### config.mk
export PLATFORM = sky130hd
export DESIGN_NAME = dmem_arbiter_flat
export DESIGN_NICKNAME = d
export VERILOG_FILES = /design/src/rtl/dmem_arbiter_if.sv /design/src/rtl/dmem_arbiter.sv /design/src/flat_wrapper.sv
export SDC_FILE = /design/constraint.sdc
export NUM_CORES = 1
export LEC_CHECK = 0
export BUFFER_PORTS_ARGS = -buffer_cell sky130_fd_sc_hd__buf_2
export CAP_MARGIN = 20
export CORE_MARGIN = 3
export CORE_UTILIZATION = 40
export DETAILED_ROUTE_END_ITERATION = 12
export GPL_TIMING_DRIVEN = 0
export PLACE_DENSITY_LB_ADDON = 0.15
export SETUP_SLACK_MARGIN = 0.15
export SYNTH_ARGS = -nofsm -noshare
export SYNTH_HDL_FRONTEND = slang
export SYNTH_SLANG_ARGS = --single-unit
### constraint.sdc
create_clock -name clk_i -period 3.5 [get_ports clk_i]
set_clock_uncertainty 0.05 [all_clocks]
set_input_delay 0 -clock clk_i [delete_from_list [all_inputs] [get_ports clk_i]]
set_output_delay 0 -clock clk_i [all_outputs]
set_load 0.02 [all_outputs]
### src/rtl/dmem_arbiter_if.sv
// Bundle of the two core data ports and the single-port memory port seen by dmem_arbiter.
// slave is the arbiter's view; master is the cores' and memory's view.
interface dmem_arbiter_if #(
  parameter int ADDR_W = 32,
  parameter int DATA_W = 32
);
  logic              c0_req;
  logic              c0_we;
  logic [ADDR_W-1:0] c0_addr;
  logic [DATA_W-1:0] c0_wdata;
  logic [DATA_W-1:0] c0_rdata;
  logic              c0_ack;

  logic              c1_req;
  logic              c1_we;
  logic [ADDR_W-1:0] c1_addr;
  logic [DATA_W-1:0] c1_wdata;
  logic [DATA_W-1:0] c1_rdata;
  logic              c1_ack;

  logic              m_en;
  logic              m_we;
  logic [ADDR_W-1:0] m_addr;
  logic [DATA_W-1:0] m_wdata;
  logic [DATA_W-1:0] m_rdata;

  modport slave (
    input  c0_req, c0_we, c0_addr, c0_wdata,
    output c0_rdata, c0_ack,
    input  c1_req, c1_we, c1_addr, c1_wdata,
    output c1_rdata, c1_ack,
    output m_en, m_we, m_addr, m_wdata,
    input  m_rdata
  );

  modport master (
    output c0_req, c0_we, c0_addr, c0_wdata,
    input  c0_rdata, c0_ack,
    output c1_req, c1_we, c1_addr, c1_wdata,
    input  c1_rdata, c1_ack,
    input  m_en, m_we, m_addr, m_wdata,
    output m_rdata
  );
endinterface

### src/rtl/dmem_arbiter.sv
// Round-robin arbiter serialising two cores' data accesses onto one synchronous-read memory.
//   state   | meaning
//   S_IDLE  | sample requests, latch the winner's access
//   S_ISSUE | strobe m_en with the latched access
//   S_WAIT  | memory read data arrives; load the winner's rdata on reads
//   S_DONE  | one-cycle ack to the winner; requests ignored
module dmem_arbiter #(
  parameter int ADDR_W = 32,
  parameter int DATA_W = 32
) (
  input  logic           clk_i,
  input  logic           reset_ni,
  dmem_arbiter_if.slave  bus,
  output logic           last_grant_o
);

  typedef enum logic [1:0] {S_IDLE, S_ISSUE, S_WAIT, S_DONE} state_e;

  state_e            state_q, state_d;
  logic              gnt_q, gnt_d;
  logic              we_q, we_d;
  logic [ADDR_W-1:0] addr_q, addr_d;
  logic [DATA_W-1:0] wdata_q, wdata_d;
  logic              last_q, last_d;
  logic [DATA_W-1:0] rd0_q, rd0_d;
  logic [DATA_W-1:0] rd1_q, rd1_d;

  always_ff @(posedge clk_i) begin
    if (!reset_ni) begin
      state_q <= S_IDLE;
      gnt_q   <= 1'b0;
      we_q    <= 1'b0;
      addr_q  <= '0;
      wdata_q <= '0;
      last_q  <= 1'b1;
      rd0_q   <= '0;
      rd1_q   <= '0;
    end else begin
      state_q <= state_d;
      gnt_q   <= gnt_d;
      we_q    <= we_d;
      addr_q  <= addr_d;
      wdata_q <= wdata_d;
      last_q  <= last_d;
      rd0_q   <= rd0_d;
      rd1_q   <= rd1_d;
    end
  end

  always_comb begin
    state_d = state_q;
    gnt_d   = gnt_q;
    we_d    = we_q;
    addr_d  = addr_q;
    wdata_d = wdata_q;
    last_d  = last_q;
    rd0_d   = rd0_q;
    rd1_d   = rd1_q;
    unique case (state_q)
      S_IDLE: begin
        if (bus.c0_req || bus.c1_req) begin
          // a lone requester wins outright; a tie goes to the core that did not win last
          gnt_d   = (bus.c0_req && bus.c1_req) ? ~last_q : bus.c1_req;
          we_d    = gnt_d ? bus.c1_we    : bus.c0_we;
          addr_d  = gnt_d ? bus.c1_addr  : bus.c0_addr;
          wdata_d = gnt_d ? bus.c1_wdata : bus.c0_wdata;
          last_d  = gnt_d;
          state_d = S_ISSUE;
        end
      end
      S_ISSUE: state_d = S_WAIT;
      S_WAIT: begin
        if (!we_q) begin
          if (gnt_q) rd1_d = bus.m_rdata;
          else       rd0_d = bus.m_rdata;
        end
        state_d = S_DONE;
      end
      S_DONE:  state_d = S_IDLE;
      default: state_d = S_IDLE;
    endcase
  end

  assign bus.m_en     = (state_q == S_ISSUE);
  assign bus.m_we     = (state_q == S_ISSUE) && we_q;
  assign bus.m_addr   = addr_q;
  assign bus.m_wdata  = wdata_q;
  assign bus.c0_ack   = (state_q == S_DONE) && !gnt_q;
  assign bus.c1_ack   = (state_q == S_DONE) &&  gnt_q;
  assign bus.c0_rdata = rd0_q;
  assign bus.c1_rdata = rd1_q;
  assign last_grant_o = last_q;

endmodule

### src/flat_wrapper.sv
// flat-port wrapper written by rule: the top's interface ports become plain ports
module dmem_arbiter_flat 
#(
  parameter int ADDR_W = 32,
  parameter int DATA_W = 32
)
  (clk_i, reset_ni, last_grant_o, bus_c0_req, bus_c0_we, bus_c0_addr, bus_c0_wdata, bus_c0_rdata, bus_c0_ack, bus_c1_req, bus_c1_we, bus_c1_addr, bus_c1_wdata, bus_c1_rdata, bus_c1_ack, bus_m_en, bus_m_we, bus_m_addr, bus_m_wdata, bus_m_rdata);
  dmem_arbiter_if #(.ADDR_W(ADDR_W), .DATA_W(DATA_W)) bus_i ();
  input  logic clk_i;
  input  logic reset_ni;
  output logic last_grant_o;
  input wire logic [$bits(bus_i.c0_req)-1:0] bus_c0_req;
  input wire logic [$bits(bus_i.c0_we)-1:0] bus_c0_we;
  input wire logic [$bits(bus_i.c0_addr)-1:0] bus_c0_addr;
  input wire logic [$bits(bus_i.c0_wdata)-1:0] bus_c0_wdata;
  output wire logic [$bits(bus_i.c0_rdata)-1:0] bus_c0_rdata;
  output wire logic [$bits(bus_i.c0_ack)-1:0] bus_c0_ack;
  input wire logic [$bits(bus_i.c1_req)-1:0] bus_c1_req;
  input wire logic [$bits(bus_i.c1_we)-1:0] bus_c1_we;
  input wire logic [$bits(bus_i.c1_addr)-1:0] bus_c1_addr;
  input wire logic [$bits(bus_i.c1_wdata)-1:0] bus_c1_wdata;
  output wire logic [$bits(bus_i.c1_rdata)-1:0] bus_c1_rdata;
  output wire logic [$bits(bus_i.c1_ack)-1:0] bus_c1_ack;
  output wire logic [$bits(bus_i.m_en)-1:0] bus_m_en;
  output wire logic [$bits(bus_i.m_we)-1:0] bus_m_we;
  output wire logic [$bits(bus_i.m_addr)-1:0] bus_m_addr;
  output wire logic [$bits(bus_i.m_wdata)-1:0] bus_m_wdata;
  input wire logic [$bits(bus_i.m_rdata)-1:0] bus_m_rdata;
  assign bus_i.c0_req = bus_c0_req;
  assign bus_i.c0_we = bus_c0_we;
  assign bus_i.c0_addr = bus_c0_addr;
  assign bus_i.c0_wdata = bus_c0_wdata;
  assign bus_c0_rdata = bus_i.c0_rdata;
  assign bus_c0_ack = bus_i.c0_ack;
  assign bus_i.c1_req = bus_c1_req;
  assign bus_i.c1_we = bus_c1_we;
  assign bus_i.c1_addr = bus_c1_addr;
  assign bus_i.c1_wdata = bus_c1_wdata;
  assign bus_c1_rdata = bus_i.c1_rdata;
  assign bus_c1_ack = bus_i.c1_ack;
  assign bus_m_en = bus_i.m_en;
  assign bus_m_we = bus_i.m_we;
  assign bus_m_addr = bus_i.m_addr;
  assign bus_m_wdata = bus_i.m_wdata;
  assign bus_i.m_rdata = bus_m_rdata;
  dmem_arbiter #(.ADDR_W(ADDR_W), .DATA_W(DATA_W)) u_core (.clk_i(clk_i), .reset_ni(reset_ni), .bus(bus_i), .last_grant_o(last_grant_o));
endmodule
==> results by stage <==
Outcome:
- The flow ran to the end, and the final reports show no timing, DRC or antenna violations.

STA:
- The count of final max-slew check failures came to 0.
- The worst-case headroom to the max-slew limit is 0.677.
- The final number of hold-violating endpoints is 0.
- Setup violations remaining at the end of the flow were counted as 0.
- The shortest clock period the worst path allows after layout is 2.44 ns.
- For this run, the top clock speed supported by timing is 410 MHz.
- For the pin with the worst max-slew slack, the measured transition is 0.484 ns.
- Summed over all failing endpoints, the final setup total negative slack is 0 ns.
- The final critical-path share of the clock period is 0.696.
- Setup repair after global routing left no endpoint under its margin.

Cells and area:
- The count of cells in the finished layout, fillers not included, comes to 1339.
- The layout-stage area growth over the synthesis result is 74.4%.
- The number of antenna diodes is 0.
- The net count of the finished layout is 1326.
- Of the cells placed in the final design, the portion with a size suffix greater than 1 is 0.313.
- After filler insertion, the fill cell instance count of the layout stands at 999.

Yosys:
- In this run, synthesis produced a sequential element count of 133.
- The Yosys step of the flow raised 0 warnings.
- sky130_fd_sc_hd__dfxtp_1 takes more of the synthesized area than any other cell.
- The number of synthesized flops with an enable pin is 0.
- The portion of the post-synthesis area used by sequential elements is 0.495.
- The flip-flop cell with the highest count after synthesis is sky130_fd_sc_hd__dfxtp_1.
- The top-area cell type share of the netlist area is 0.495.
- After technology mapping, the gate count stands at 669.
- sky130_fd_sc_hd__nand2_1 is the most common cell in the netlist.
- Summing every instance area after synthesis gives 5380 sq um.
- The mean post-synth cell area is 8.03 sq um.
- Sorting the synthesized cells by area gives the leading types as sky130_fd_sc_hd__dfxtp_1 (50%), sky130_fd_sc_hd__nand2_1 (13%), sky130_fd_sc_hd__a21oi_1 (12%), sky130_fd_sc_hd__a21boi_0 (6.8%), sky130_fd_sc_hd__o21ai_0 (5.4%).
- The number of distinct library cell variants in the gate-level netlist after synthesis is 28.
- The net count after synthesis is 839.
- By count the netlist is led by sky130_fd_sc_hd__nand2_1 (193), sky130_fd_sc_hd__dfxtp_1 (133), sky130_fd_sc_hd__a21oi_1 (132).
- The fraction of synthesis flops using an asynchronous set or reset pin is 0.

CTS:
- The buffer type at the clock tree root is sky130_fd_sc_hd__clkbuf_16.
- Post-CTS timing repair inserted 0 buffers for setup.
- For the worst-skew pair, the clock arrives at the later sink with an insertion delay of 0.42 ns.
- The CTS tree is built.
- In this run the deepest clock path goes through 2 buffers.
- Clock tree synthesis found a total of 133 sinks.
- The number of cells upsized or downsized after cts is 0.
- The H-tree depth is 4.
- The clock transition at the registers of the reported paths is 0.06 ns.
- Counting the buffers created by CTS gives 17.

Power and ir drop:
- The design internal power is 4.23 mW.
- The power per cell area is 715 nW/um^2.
- The switching component of the power is 2.48 mW.
- Of the total power, the clock network draws 0.269.
- In this run the static leakage power is 4.52 nW.
- The maximum vdd ir drop is 386 uV.
- Of the total power, registers draw 0.313.
- The share of total power dissipated in combinational logic is 0.418.
- The switching fraction of total power is 0.370.

Setup path:
- The required time of the critical path is 3.81 ns.
- For this run, the slowest stage of the critical path takes 0.59 ns.
- The minimum setup slack among reg-to-reg paths is 1.06 ns.
- The arrival time reported for the critical path endpoint is 2.75 ns.
- The worst setup path is launched from a flop.
- The category of the most critical setup path is reg2reg.
- The dominant delay contributor by cell family on the critical path is buffers and inverters.
- The worst setup path is captured at a flop.
- Of all nets on the critical path, the largest fanout is 10.
- The cell with the biggest individual delay on the critical path is sky130_fd_sc_hd__dlygate4sd3_1.
- Walking the worst path, the cells encountered are inv_1 > ha_1 > o21ai_1 > buf_2 > buf_2 > a21oi_1 > a21oi_1 > dlygate4sd3_1.
- Counting both buffers and inverters, the worst setup path holds a total of 4.

Floorplanning:
- The initial utilization of the core area, before any placement, comes to 0.417.
- In this run the core area contains 41 standard-cell rows.
- The die area is 14900 sq um.
- The overall die width is 122 um.
- From bottom edge to top edge, the die measures 122 um.
- The placeable core region is 12900 sq um.
- The I/O pin count is 299.

Placed design:
- The total placed cells including tap cells is 1138.
- The placed wire-length estimate after detailed placement is 13.4 mm.
- At the end of routability-driven placement, the weighted congestion stood at 0.804.
- Port buffering added 297 buffers.

Detailed routing:
- After the first detailed-routing iteration, the DRC count stood at 349.
- After detailed routing, the number of remaining DRC violations is 0.
- Once detail routing completed, the nets flagged for antenna violations numbered 0.
- After detailed routing, the average wire length per cell comes to 15.8 um.
- The first-pass detailed-route iteration total is 5.
- The number of vias per cell is 5.00.
- The routed design has 21.2 mm of wire.
- The number of vias after detailed routing is 6692.

Global route:
- For met3 alone, demand over resource in global routing was 0.0785.
- The first global-routing pass estimated 33.1 mm of wire.
- The via count of the first global-routing pass is 6939.
- The initial antenna violation count is 1.
- Across every metal layer, demand over resource in global routing totals 0.281.
- The routing usage on met1 is 0.303.
- Entering global routing, the biggest net connects 17 pins.
- After global routing, the most crowded layer is met2.
- Global routing finished with a remaining overflow of 0.
- For this run, global-route usage on met2 was measured as 0.493.

Hold path:
- The worst min-delay path class is in2reg.

Job:
- The tool flagged a number of max-cap violations equal to 0.
[cell families after synthesis]
logic type | share of synthesized area
compound gates | 0.282
fa+ha+maj | 0.00931
simple gates | 0.151
buf+inv | 0.0601
mux | 0.00186
flops | 0.495
[layout make-up]
type,instances,area [sq um],share of cell area
Buffer,56,315,0.0336
Clock buffer,20,457,0.0487
Clock inverter,10,131,0.0140
Inverter,2,7.51,0.000801
Multi-Input combinational cell,478,2390,0.255
Sequential cell,133,2660,0.284
Tap cell,172,215,0.0230
Timing Repair Buffer,468,3200,0.341
[worst register-to-register path: cells and delay by family, from the launching register on]
| kind | cells | cell delay (ns) |
|---|---|---|
| buffers and inverters | 4 | 1.23 |
| DFF | 1 | 0.40 |
| AOI/OAI and AO/OA | 3 | 0.40 |
| adders and majority gates | 1 | 0.30 |
[path summary, 6_finish.rpt]
kind | startpoint | to | cells past startpoint
setup / recovery | u_core.state_q[0] | u_core.bus.m_addr[23] | 8
hold / removal | bus_m_rdata[4] | u_core.bus.c0_rdata[4] | 4
setup reg to reg | u_core.state_q[0] | u_core.bus.m_addr[23] | 8
hold reg to reg | u_core.bus.c1_rdata[7] | u_core.bus.c1_rdata[7] | 2
[per-layer routing]
| metal | routed length, um | vias up |
|---|---|---|
| met4 | 897 | 2 |
| li1 | - | 3226 |
| met2 | 10700 | 322 |
| met1 | 8020 | 3068 |
| met5 | 11 | - |
| met3 | 1580 | 74 |
[through the flow]
stage,util,power [mW],cell area [sq um],setup slack (ns),hold slack [ns]
finish,0.728,6.71,9380,1.06,0.337
floorplan,-,3.53,5380,2.03,0.0841
CTS,0.728,6.63,9380,1.14,0.322
detailed placement,0.550,4.34,7080,1.70,0.195
global route,0.728,7.07,9380,0.955,0.342
global placement,0.550,4.32,7080,1.74,0.193
[layout by cell type (no fill, tap or decap), types with 4 or more instances in the layout]
master	synthesis	routed
sky130_fd_sc_hd__a21oi_1	132	132
sky130_fd_sc_hd__clkbuf_1	20	21
sky130_fd_sc_hd__buf_6	4	4
sky130_fd_sc_hd__a21boi_1	15	15
sky130_fd_sc_hd__buf_2	27	324
sky130_fd_sc_hd__dfxtp_1	133	133
sky130_fd_sc_hd__ha_1	4	4
sky130_fd_sc_hd__nand2_1	193	193
sky130_fd_sc_hd__a21boi_0	49	49
sky130_fd_sc_hd__dlygate4sd3_1	0	171
sky130_fd_sc_hd__o21ai_1	10	10
sky130_fd_sc_hd__o21ai_0	58	58
sky130_fd_sc_hd__clkbuf_16	0	17
sky130_fd_sc_hd__clkinv_2	0	5
[timing repair]
item | CTS | global route
hold buffers | 171 | 0
endpoints found under the hold margin | 132 | 0
setup endpoints to repair | 0 | 0
[power by group through the flow]
stage / clock (mW) / sequential, mW / combinational, mW
detailed placement: 0 / 2.11 / 2.23
global placement: 0 / 2.11 / 2.21
global route: 1.88 / 2.14 / 3.05
CTS: 1.82 / 2.09 / 2.72
finish: 1.80 / 2.10 / 2.80
floorplan: 0 / 2.54 / 0.993
[flip-flops by register name, indices dropped and copies added (netlist names)]
register / cells
u_core.last_grant_o: 1
u_core.we_q: 1
u_core.gnt_q: 1
u_core.bus.c0_rdata: 32
u_core.state_q: 2
u_core.bus.c1_rdata: 32
u_core.bus.m_addr: 32
u_core.bus.m_wdata: 32
No activity file was read; power rests on OpenSTA's default activity.
